**config.mk**
```make
export PLATFORM = sky130hd
export DESIGN_NAME = reg_dest_queue
export DESIGN_NICKNAME = d
export VERILOG_FILES = /design/src/rtl/reg_dest_queue_pkg.sv /design/src/rtl/reg_dest_queue_dest_fifo.sv /design/src/rtl/reg_dest_queue.sv
export SDC_FILE = /design/constraint.sdc
export NUM_CORES = 1
export LEC_CHECK = 0
export ABC_AREA = 1
export CAP_MARGIN = 5
export CORE_MARGIN = 2
export CORE_UTILIZATION = 30
export DETAILED_ROUTE_END_ITERATION = 7
export PLACE_DENSITY = 0.52
export SLEW_MARGIN = 10
export SYNTH_ARGS = -nofsm -noshare
export SYNTH_HDL_FRONTEND = slang
export SYNTH_SLANG_ARGS = --single-unit
```
**constraint.sdc**
```tcl
create_clock -name clk -period 4.65 [get_ports clk]
set_input_delay 0.6975 -clock clk [delete_from_list [all_inputs] [get_ports clk]]
set_output_delay 0.6975 -clock clk [all_outputs]
set_load 0.02 [all_outputs]
```
**src/rtl/reg_dest_queue_pkg.sv**
```systemverilog
// rtl/reg_dest_queue_pkg.sv - shared select encodings and default fixed destinations
package reg_dest_queue_pkg;

    localparam logic [1:0] SEL_RT = 2'b00;
    localparam logic [1:0] SEL_RD = 2'b01;
    localparam logic [1:0] SEL_RA = 2'b10;
    localparam logic [1:0] SEL_SP = 2'b11;

    localparam int RA_ADDR_DEF = 31;
    localparam int SP_ADDR_DEF = 29;

endpackage

```
**src/rtl/reg_dest_queue_dest_fifo.sv**
```systemverilog
// rtl/reg_dest_queue_dest_fifo.sv - destination storage with per-entry valid bits
module dest_fifo #(
    parameter int ADDR_W = 5,
    parameter int DEPTH  = 4
) (
    input  logic                           clk,
    input  logic                           reset,
    input  logic                           flush,
    input  logic                           push,
    input  logic                           pop,
    input  logic [ADDR_W-1:0]              din,
    output logic [DEPTH-1:0]               valid,
    output logic [DEPTH-1:0][ADDR_W-1:0]   addrs,
    output logic [ADDR_W-1:0]              head_addr,
    output logic [$clog2(DEPTH):0]         count
);

    localparam int PW = $clog2(DEPTH);

    logic [PW-1:0] wr_ptr;
    logic [PW-1:0] rd_ptr;

    // Pointers wrap naturally because DEPTH is a power of two.
    always_ff @(posedge clk or posedge reset) begin
        if (reset) begin
            wr_ptr <= '0;
            rd_ptr <= '0;
            count  <= '0;
            valid  <= '0;
        end else if (flush) begin
            wr_ptr <= '0;
            rd_ptr <= '0;
            count  <= '0;
            valid  <= '0;
        end else begin
            if (push) begin
                valid[wr_ptr] <= 1'b1;
                wr_ptr        <= wr_ptr + 1'b1;
            end
            if (pop) begin
                valid[rd_ptr] <= 1'b0;
                rd_ptr        <= rd_ptr + 1'b1;
            end
            case ({push, pop})
                2'b10:   count <= count + 1'b1;
                2'b01:   count <= count - 1'b1;
                default: count <= count;
            endcase
        end
    end

    always_ff @(posedge clk) begin
        if (push && !flush) begin
            addrs[wr_ptr] <= din;
        end
    end

    assign head_addr = addrs[rd_ptr];

endmodule

```
**src/rtl/reg_dest_queue.sv**
```systemverilog
// rtl/reg_dest_queue.sv - pending register-write queue with source hazard detection
module reg_dest_queue
    import reg_dest_queue_pkg::*;
#(
    parameter int ADDR_W  = 5,
    parameter int DEPTH   = 4,
    parameter int RA_ADDR = RA_ADDR_DEF,
    parameter int SP_ADDR = SP_ADDR_DEF
) (
    input  logic                    clk,
    input  logic                    reset,
    input  logic                    flush,
    input  logic [1:0]              sel,
    input  logic [ADDR_W-1:0]       rt,
    input  logic [ADDR_W-1:0]       rd,
    input  logic                    issue_valid,
    output logic                    issue_ready,
    input  logic                    wb_valid,
    output logic                    head_valid,
    output logic [ADDR_W-1:0]       head_addr,
    input  logic [ADDR_W-1:0]       src_a,
    input  logic [ADDR_W-1:0]       src_b,
    output logic                    hazard_a,
    output logic                    hazard_b,
    output logic [$clog2(DEPTH):0]  count,
    output logic                    wb_err
);

    localparam int CW = $clog2(DEPTH) + 1;
    localparam logic [CW-1:0]     DEPTH_C = CW'(DEPTH);
    localparam logic [ADDR_W-1:0] RA_C    = ADDR_W'(RA_ADDR);
    localparam logic [ADDR_W-1:0] SP_C    = ADDR_W'(SP_ADDR);

    logic [ADDR_W-1:0]             dest;
    logic                          push;
    logic                          pop;
    logic [DEPTH-1:0]              valid;
    logic [DEPTH-1:0][ADDR_W-1:0]  addrs;

    always_comb begin
        dest = rt;
        case (sel)
            SEL_RT:  dest = rt;
            SEL_RD:  dest = rd;
            SEL_RA:  dest = RA_C;
            SEL_SP:  dest = SP_C;
            default: dest = rt;
        endcase
    end

    assign issue_ready = (count < DEPTH_C);
    assign head_valid  = (count != '0);
    assign push        = issue_valid && issue_ready;
    assign pop         = wb_valid && head_valid;

    dest_fifo #(
        .ADDR_W (ADDR_W),
        .DEPTH  (DEPTH)
    ) u_fifo (
        .clk       (clk),
        .reset     (reset),
        .flush     (flush),
        .push      (push),
        .pop       (pop),
        .din       (dest),
        .valid     (valid),
        .addrs     (addrs),
        .head_addr (head_addr),
        .count     (count)
    );

    // Compare against registered valid bits only: a popping entry still hazards, a pushing one not yet.
    always_comb begin
        hazard_a = 1'b0;
        hazard_b = 1'b0;
        for (int i = 0; i < DEPTH; i++) begin
            if (valid[i] && (addrs[i] == src_a)) hazard_a = 1'b1;
            if (valid[i] && (addrs[i] == src_b)) hazard_b = 1'b1;
        end
        if (src_a == '0) hazard_a = 1'b0;
        if (src_b == '0) hazard_b = 1'b0;
    end

    always_ff @(posedge clk or posedge reset) begin
        if (reset) begin
            wb_err <= 1'b0;
        end else begin
            wb_err <= wb_valid && !head_valid && !flush;
        end
    end

endmodule

```
# ---- Yosys cells after proc, flatten, opt, wreduce, memory -nomap -nowiden
# Cells that the tools add are included.
dict set report word_totals {
  latch_bits 0
  mem_count 0
  inputBits 27
  rom_bits 0
  reg_bits 32
  ram_bits 0
  word_cells 88
  out_inout_bits 13
}
dict set report classes {
  n_div 0
  n_mux 30
  n_addsub 4
  n_bitwise 3
  n_shift 0
  multipliers 0
  eq_ne 13
  magnitude_cmp 5
  reduce_logical 24
}
# operator n
set op_table {}
lappend op_table {{$eq A5 B5 Y1} 8}
lappend op_table {{$bwmux W20} 1}
lappend op_table {{$pmux W5 S4} 1}
lappend op_table {{$mux W4} 4}
lappend op_table {{$logic_and A1 B1 Y1} 15}
lappend op_table {{$mux W1} 12}
lappend op_table {{$bmux W5 S2} 1}
lappend op_table {{$demux W5 S2} 1}
lappend op_table {{$logic_not A5 Y1} 2}
lappend op_table {{$mux W5} 2}
lappend op_table {{$mux W2} 4}
lappend op_table {{$eq A2 B2 Y1 const B} 3}
lappend op_table {{$lt A2 B3 Y1 const B} 2}
lappend op_table {{$pmux W3 S2} 1}
lappend op_table {{$reduce_bool A3 Y1} 2}
lappend op_table {{$add A2 B1 Y2 const B} 2}
lappend op_table {{$and A4 B4 Y4} 1}
lappend op_table {{$demux W1 S2} 2}
lappend op_table {{$eq A2 B1 Y1 const B} 2}
lappend op_table {{$ge A2 B1 Y1 const B} 2}
lappend op_table {{$not A4 Y4} 1}
lappend op_table {{$or A4 B4 Y4} 1}
lappend op_table {{$reduce_bool A2 Y1} 2}
lappend op_table {{$add A3 B1 Y3 const B} 1}
lappend op_table {{5 further kinds} 6}

# ---- Logic depth before layout (Yosys ltp)
# Gate-level depths: netlist of the first run.
dict set report depth {
  word_depth 10
  ltp_mapped 9
  depth_no_buf 9
}

# ---- Hierarchy
# Synthesis of the first run repeated with hierarchy kept, for this count alone.
dict set report hier_totals {
  hier_cells 346
  hier_area_um2 2280.9
}
# mod area_per_inst_um2 cells_each seq_area_each_um2 instances
set by_module_without_submodules {}
lappend by_module_without_submodules {dest_fifo 1400.1 127 875.8 1}
lappend by_module_without_submodules {reg_dest_queue 880.8 219 25.0 1}

# ---- Worst setup path before layout of the first run
# Ideal clock, no wire load.
dict set report synth_path {
  kind {input port to output port}
  start {input src_b[0]}
  end {output hazard_b}
  path_buffers 1
  cell_stages 9
  path_slack_ps 2446
  arrival_time_ps 1506
  required_time_ps 3953
  path_cell_list {buf_2 > inv_1 > nand2_1 > nand2_1 > nor2_1 > nand3_1 > nand2_1 > nor2_1 > nor2_1}
}
dict set report synth_via {
  elab_chain_len 7
  elab_cells_between_ends 14
  cone_classes {4 x eq/ne; 5 x mux; 5 x reduce/logical}
}
# item line_no
set synth_lines {}
lappend synth_lines {{from (decl)} reg_dest_queue.sv:22} ;# input logic [ADDR_W-1:0] src_b,
lappend synth_lines {{$eq A5 B5 Y1} reg_dest_queue.sv:78} ;# if (valid[i] && (addrs[i] == src_b)) hazard_b = 1'b1;
lappend synth_lines {{$logic_and A1 B1 Y1} reg_dest_queue.sv:78}
lappend synth_lines {{$mux W1 (4 in a row)} reg_dest_queue.sv:78}
lappend synth_lines {{$mux W1 (*)} reg_dest_queue.sv:81} ;# if (src_b == '0) hazard_b = 1'b0;
lappend synth_lines {{to (decl)} reg_dest_queue.sv:24} ;# output logic hazard_b,
# Every way passes the cells marked *; elsewhere a longest branch is shown, timed or not.

# ---- Final worst setup path of the first run
dict set report layout_path {
  start {input src_a[3]}
  end {output hazard_a}
}
dict set report layout_via {
  elab_chain_len 7
  elab_cells_between_ends 14
  cone_classes {4 x eq/ne; 5 x mux; 5 x reduce/logical}
}
# item line_no
set layout_lines {}
lappend layout_lines {{from (decl)} reg_dest_queue.sv:21} ;# input logic [ADDR_W-1:0] src_a,
lappend layout_lines {{$eq A5 B5 Y1} reg_dest_queue.sv:77} ;# if (valid[i] && (addrs[i] == src_a)) hazard_a = 1'b1;
lappend layout_lines {{$logic_and A1 B1 Y1} reg_dest_queue.sv:77}
lappend layout_lines {{$mux W1 (4 in a row)} reg_dest_queue.sv:77}
lappend layout_lines {{$mux W1 (*)} reg_dest_queue.sv:80} ;# if (src_a == '0) hazard_a = 1'b0;
lappend layout_lines {{to (decl)} reg_dest_queue.sv:23} ;# output logic hazard_a,
# Marked as above.

==> reports/qor.yml, run 1 <==
drt:
  detail-route-antenna-nets: 0
  vias_per_cell: 4.47
  met3_length_um: 267
  drt-initial-drc-count: 65
  wirelength_mm: 5.91
  routedWlPerCell_um: 12.0
  routed-wl-met2_mm: 2.67
  wl_met1_mm: 2.85
  via_count: 2199
  drc: 0
  first_pass_iters: 4
  top_layer_used: "met4"
critical_path:
  arrival_ns: 2.57
  worstSetupStartpointType: "primary input"
  crit_type: "primary input to output pin"
  critical_path_peak_fanout: 5
  critPathRequiredTime_ns: 3.95
  crit_path_end_kind: "output pin"
sta:
  rsz0062_at_grt: "false"
  tns_ns: 0
  final.min_clock_period_ns: 3.27
  finClkSkew_ns: 0.00741
  slew_headroom_pct: 67.7
  setup_violations: 0
  max_freq_ghz: 0.306
  slew_violations: 0
  hold_viol: 0
  post-route-period-util_pct: 70.3
  worst_pin_slew_ns: 0.483
global_route:
  grt_pass1_vias: 2081
  grt_use_total_pct: 15.0
  grt_pass1_wl_mm: 10.1
  antenna_found_initial: 0
  grt_overflow: 0
  grt_max_degree: 20
yosys:
  synthCells: 347
  synth_seq_cells: 32
  yosysWarnings: 0
  syn_area_um2: 2320
  synth_area_leader_cell: "edfxtp_1"
  avgSynthCellArea_um2: 6.70
  synthesis.nets: 383
  synth_top_area_share_pct: 25.8
  ys_types: 24
  synth_seq_area_share_pct: 38.8
  ys_top_cells_by_area: "edfxtp_1 (26%), nand2_1 (22%), dfrtp_1 (13%), inv_1 (6.6%), nor2_1 (6.6%)"
clock_network:
  clockBufferDepth: 2
  ctsResizeCount: 0
  cts_tree: "done"
  cts_made_buffers: 5
  clk_latency_ns: 0.28
  cts_hold_buf: 0
  cts_sinks: 32
  h-tree-depth: 2
  cts_setup_buffers: 0
  cts-root-buf: "clkbuf_8"
  clk_pin_slew_ns: 0.07
finish:
  drive_gt1_share_pct: 6.67
  nets: 425
  antenna_cells: 0
  final_area_um2: 2920
  area_growth_syn_to_layout_pct: 25.8
floorplanning:
  die_y_um: 92.0
  io_pins: 40
  core_area_um2: 7610
  start_util_pct: 30.6
  dieArea_um2: 8470
  core.rowCount: 32
  die_width_um: 92.0
pwr:
  ir_drop_mv: 0.120
  p_per_area_nw_per_um2: 364
  p_leak_uw: 0.00146
  power.total_uw: 1070
placement:
  io_buffers: 39
  dpl_cell_area_um2: 2820
  gp_congestion: 0.927
  hpwl_mm: 4.82
hold_path:
  hp-class: "register to register"
flow_run:
  max_cap_violations: 0
run_status:
  outcome: "finished clean"
## routing by layer
metal / track usage [%] / up-vias
met5: 0 / -
met4: 5.85 / 0
met3: 2.47 / 8
met2: 23.6 / 50
met1: 20.7 / 981
li1: - / 1160
## metrics by stage
stage          std cells  utilization [%]  hold slack (ns)  worst slack (ns)
2_1_floorplan        347                -            0.492              2.45
3_3_place_gp         484             37.0            0.530              1.39
3_5_place_dp         484             37.0            0.540              1.38
4_1_cts              492             38.4            0.553              1.38
5_1_grt              492             38.4            0.598              1.28
6_report             492             38.4            0.547              1.38
## sequential cells by signal (all words and copies together), names as in the netlist
name and count:
u_fifo.count 3, wb_err 1, u_fifo.addrs 20, u_fifo.valid 4, u_fifo.wr_ptr 2, u_fifo.rd_ptr 2
## cell usage after synthesis (all sizes together)
master  instances
nor2           45
ha              8
clkbuf          1
nand2         143
dfrtp          12
inv            51
fa              1
nand4           1
buf             3
edfxtp         20
a21oi          27
nor3            3
o21ai          15
nand3          16
nand3b          1
## power by group
group,leakage (µW),switching [µW],total [µW],internal (µW)
sequential,0.000341,42.8,380,337
combinational,0.00106,252,431,179
clock,0.0000532,99.0,255,156
total,0.00146,394,1070,672
## critical path: stages
cell,delay [ns]
clkdlybuf4s50_1,0.59
inv_2,0.10
nand2_1,0.07
nand2_1,0.05
nor2_1,0.19
nand3_1,0.10
nand2_1,0.06
nor2_1,0.04
nor2_1,0.08
clkdlybuf4s50_1,0.60
## layout make-up
cell class	count	area (µm²)
Sequential cell	32	901
Multi-Input combinational cell	260	1210
Timing Repair Buffer	39	390
Inverter	51	191
Fill cell	823	4680
Tap cell	102	128
Clock buffer	5	68.8
Clock inverter	3	37.5
## placed cells by master (no fill, tap or decap), drive strengths merged
cell and n:
a21oi 27, edfxtp 20, clkbuf 5, ha 8
inv 51, clkdlybuf4s50 39, nor2 45, nand4 1
nand2 143, nor3 3, nand3b 1, nand3 16
clkinv 2, dfrtp 12, fa 1, bufinv 1
o21ai 15
## cells by family after synthesis
group	Yosys count	share of synthesized area, %
compound gates	42	9.04
fa+ha+maj	9	5.17
buf+inv	55	9.31
flops	32	38.8
simple gates	209	37.7
## final timing paths
check / to / depth (start not counted) / slack, ns / startpoint
min reg2reg: u_fifo.wr_ptr[1] / 2 / 0.55 / u_fifo.wr_ptr[1]
max: hazard_a / 10 / 1.38 / src_a[3]
min: u_fifo.wr_ptr[1] / 2 / 0.55 / u_fifo.wr_ptr[1]
max in group asynchronous: u_fifo.count[2] / 2 / 3.60 / reset
max reg2reg: u_fifo.count[2] / 8 / 2.91 / u_fifo.count[2]
min in group asynchronous: u_fifo.valid[2] / 2 / 0.73 / reset
Note: power is estimated with default switching activity, not from simulation.
==> run 2, diff against run 1 <==
--- a/config.mk
+++ b/config.mk
@@ -10,7 +10,7 @@
 export CORE_MARGIN = 2
 export CORE_UTILIZATION = 30
 export DETAILED_ROUTE_END_ITERATION = 7
-export PLACE_DENSITY = 0.52
+export PLACE_DENSITY = 0.54
 export SLEW_MARGIN = 10
 export SYNTH_ARGS = -nofsm -noshare
 export SYNTH_HDL_FRONTEND = slang
==> constraint.sdc (replaced) <==
create_clock -name clk -period 2.85 [get_ports clk]
set_input_delay 0.4275 -clock clk [delete_from_list [all_inputs] [get_ports clk]]
set_output_delay 0.4275 -clock clk [all_outputs]
set_load 0.02 [all_outputs]
==> run 2 against run 1 <==
Compared with the run above:
- routed wire length is 0.47% lower
- register-to-register slack worse by 1.8 ns
- sequential share of layout area is 0.17 points higher
- final cell count is 0.20% higher
- largest cell class unchanged
==> reports/qor.yml, run 2 (synthesized netlist as in run 1, its figures left out) <==
drt:
  first_pass_iters: 5  # +1
  drc: 0  # unchanged
  drt-initial-drc-count: 111  # +71%
  vias_per_cell: 4.50  # +0.66%
  via_count: 2218  # +0.86%
  wirelength_mm: 5.88  # -0.47%
  routedWlPerCell_um: 11.9  # -0.68%
  detail-route-antenna-nets: 0  # unchanged
pwr:
  p_leak_uw: 0.00146  # -0.21%
  power.total_uw: 1660  # +55%
  ir_drop_mv: 0.243  # +100%
  p_per_area_nw_per_um2: 570  # +56%
critical_path:
  arrival_ns: 2.28  # -0.29 ns
  critical_path_peak_fanout: 5  # unchanged
  crit_path_end_kind: "output pin"
  critPathRequiredTime_ns: 2.42  # -1.53 ns
  worstSetupStartpointType: "primary input"
  crit_type: "primary input to output pin"
sta:
  rsz0062_at_grt: "false"
  final.min_clock_period_ns: 2.70
  tns_ns: 0  # unchanged
  setup_violations: 0  # unchanged
  max_freq_ghz: 0.370
  finClkSkew_ns: 0.00618  # -0.00122 ns
  worst_pin_slew_ns: 0.496  # +0.0131 ns
  slew_violations: 0  # unchanged
  slew_headroom_pct: 66.9  # -0.87 points
  hold_viol: 0  # unchanged
  post-route-period-util_pct: 94.9
floorplanning:
  core_area_um2: 7610  # unchanged
  dieArea_um2: 8470  # unchanged
  die_y_um: 92.0  # unchanged
  core.rowCount: 32  # unchanged
  start_util_pct: 30.6  # unchanged
  io_pins: 40  # unchanged
  die_width_um: 92.0  # unchanged
clock_network:
  cts_setup_buffers: 0  # unchanged
  h-tree-depth: 2  # unchanged
  clk_latency_ns: 0.28  # about the same
  clk_pin_slew_ns: 0.07  # about the same
  cts_hold_buf: 0  # unchanged
  cts-root-buf: "clkbuf_8"
  cts_tree: "done"
  cts_sinks: 32  # unchanged
  ctsResizeCount: 0  # unchanged
  clockBufferDepth: 2  # unchanged
  cts_made_buffers: 5  # unchanged
finish:
  regMostFlops: "u_fifo.addrs"
  fin_cells: 493  # +0.20%
  nets: 426  # +0.24%
  antenna_cells: 0  # unchanged
  finish.utilization_pct: 38.2  # -0.21 points
  final_common_cell: "nand2_1"
  final_cell_mix: "nand2_1 (139), inv_1 (41), nor2_1 (41)"
  drive_gt1_share_pct: 7.16  # +0.49 points
  largest_reg_flops: 20  # unchanged
  top_regs: "u_fifo.addrs (20), u_fifo.valid (4), u_fifo.count (3)"
  area_growth_syn_to_layout_pct: 25.1
placement:
  hpwl_mm: 4.80  # -0.32%
  io_buffers: 39  # unchanged
  gp_congestion: 0.906  # -2.3%
  dp.cells: 485  # +0.21%
global_route:
  grt_pass1_vias: 1948  # -6.4%
  grt_pass1_wl_mm: 9.45  # -6.0%
  antenna_found_initial: 0  # unchanged
  grt_use_total_pct: 14.2  # -0.80 points
  grt_max_degree: 20  # unchanged
  grt_overflow: 0  # unchanged
run_status:
  outcome: "finished clean"
flow_run:
  max_cap_violations: 0  # unchanged
hold_path:
  hp-class: "primary input to async pin"
## run 2: cell types whose count changed in the layout (fill, tap and decap cells not counted), sizes merged
cell | before | now
buf | 0 | 1
bufinv | 1 | 0
clkinv | 2 | 3
## run 2: area by class of cell
| cell class | count | area [µm²] |
|---|---|---|
| clock buffers | 5 | 68.8 |
| clock inverters | 3 | 13.8 |
| fillers | 817 | 4700 |
| inverters | 51 | 191 |
| multi-input cells | 260 | 1210 |
| flip-flops and latches | 32 | 901 |
| well taps | 102 | 128 |
| repair buffers | 40 | 398 |
## run 2: per-layer routing
| metal | up-vias | track usage (%) | wire, µm |
|---|---|---|---|
| li1 | 1164 | - | - |
| met1 | 983 | 19.8 | 2880 |
| met2 | 64 | 22.4 | 2660 |
| met3 | 7 | 2.05 | 237 |
| met4 | 0 | 5.47 | 110 |
| met5 | - | 0 | 0 |
## run 2: path summary, 6_finish.rpt
path	startpoint	cells after the start	endpoint	slack (ns)
hold reg to reg	u_fifo.wr_ptr[1]	2	u_fifo.wr_ptr[1]	0.55
max in group asynchronous	reset	2	u_fifo.valid[1]	2.05
hold / removal	reset	2	u_fifo.count[0]	0.46
setup reg to reg	u_fifo.count[2]	8	u_fifo.count[2]	1.11
setup / recovery	src_b[3]	10	hazard_b	0.15
min in group clk	u_fifo.wr_ptr[1]	2	u_fifo.wr_ptr[1]	0.55
## run 2: critical path, stage by stage
cell	delay, ns
clkdlybuf4s50_1	0.58
inv_2	0.09
nand2_1	0.06
nand2_1	0.05
nor2_1	0.18
nand3_1	0.10
nand2_1	0.07
nor2_1	0.04
nor2_1	0.07
clkdlybuf4s50_1	0.61
## run 2: power breakdown
part	leakage (µW)	switching [µW]	internal, µW
Sequential	0.000341	70.6	550
Combinational	0.00107	417	293
Clock	0.0000453	161	165
## run 2: through the flow
stage          hold slack (ns)  setup slack, ns  instance area (µm²)
2_1_floorplan            0.292             1.10                 2320
4_1_cts                  0.482            0.146                 2910
5_1_grt                  0.507           0.0295                 2910
3_5_place_dp             0.538            0.153                 2830
6_report                 0.465            0.145                 2910
3_3_place_gp             0.529            0.145                 2830
==> run 3, diff against run 2 <==
--- a/config.mk
+++ b/config.mk
@@ -6,12 +6,12 @@
 export NUM_CORES = 1
 export LEC_CHECK = 0
 export ABC_AREA = 1
-export CAP_MARGIN = 5
+export CAP_MARGIN = 20
 export CORE_MARGIN = 2
 export CORE_UTILIZATION = 30
 export DETAILED_ROUTE_END_ITERATION = 7
 export PLACE_DENSITY = 0.54
-export SLEW_MARGIN = 10
+export SLEW_MARGIN = 40
 export SYNTH_ARGS = -nofsm -noshare
 export SYNTH_HDL_FRONTEND = slang
 export SYNTH_SLANG_ARGS = --single-unit
==> results of run 3 <==
No change in the layout: final DEF, timing and power equal those of run 2.
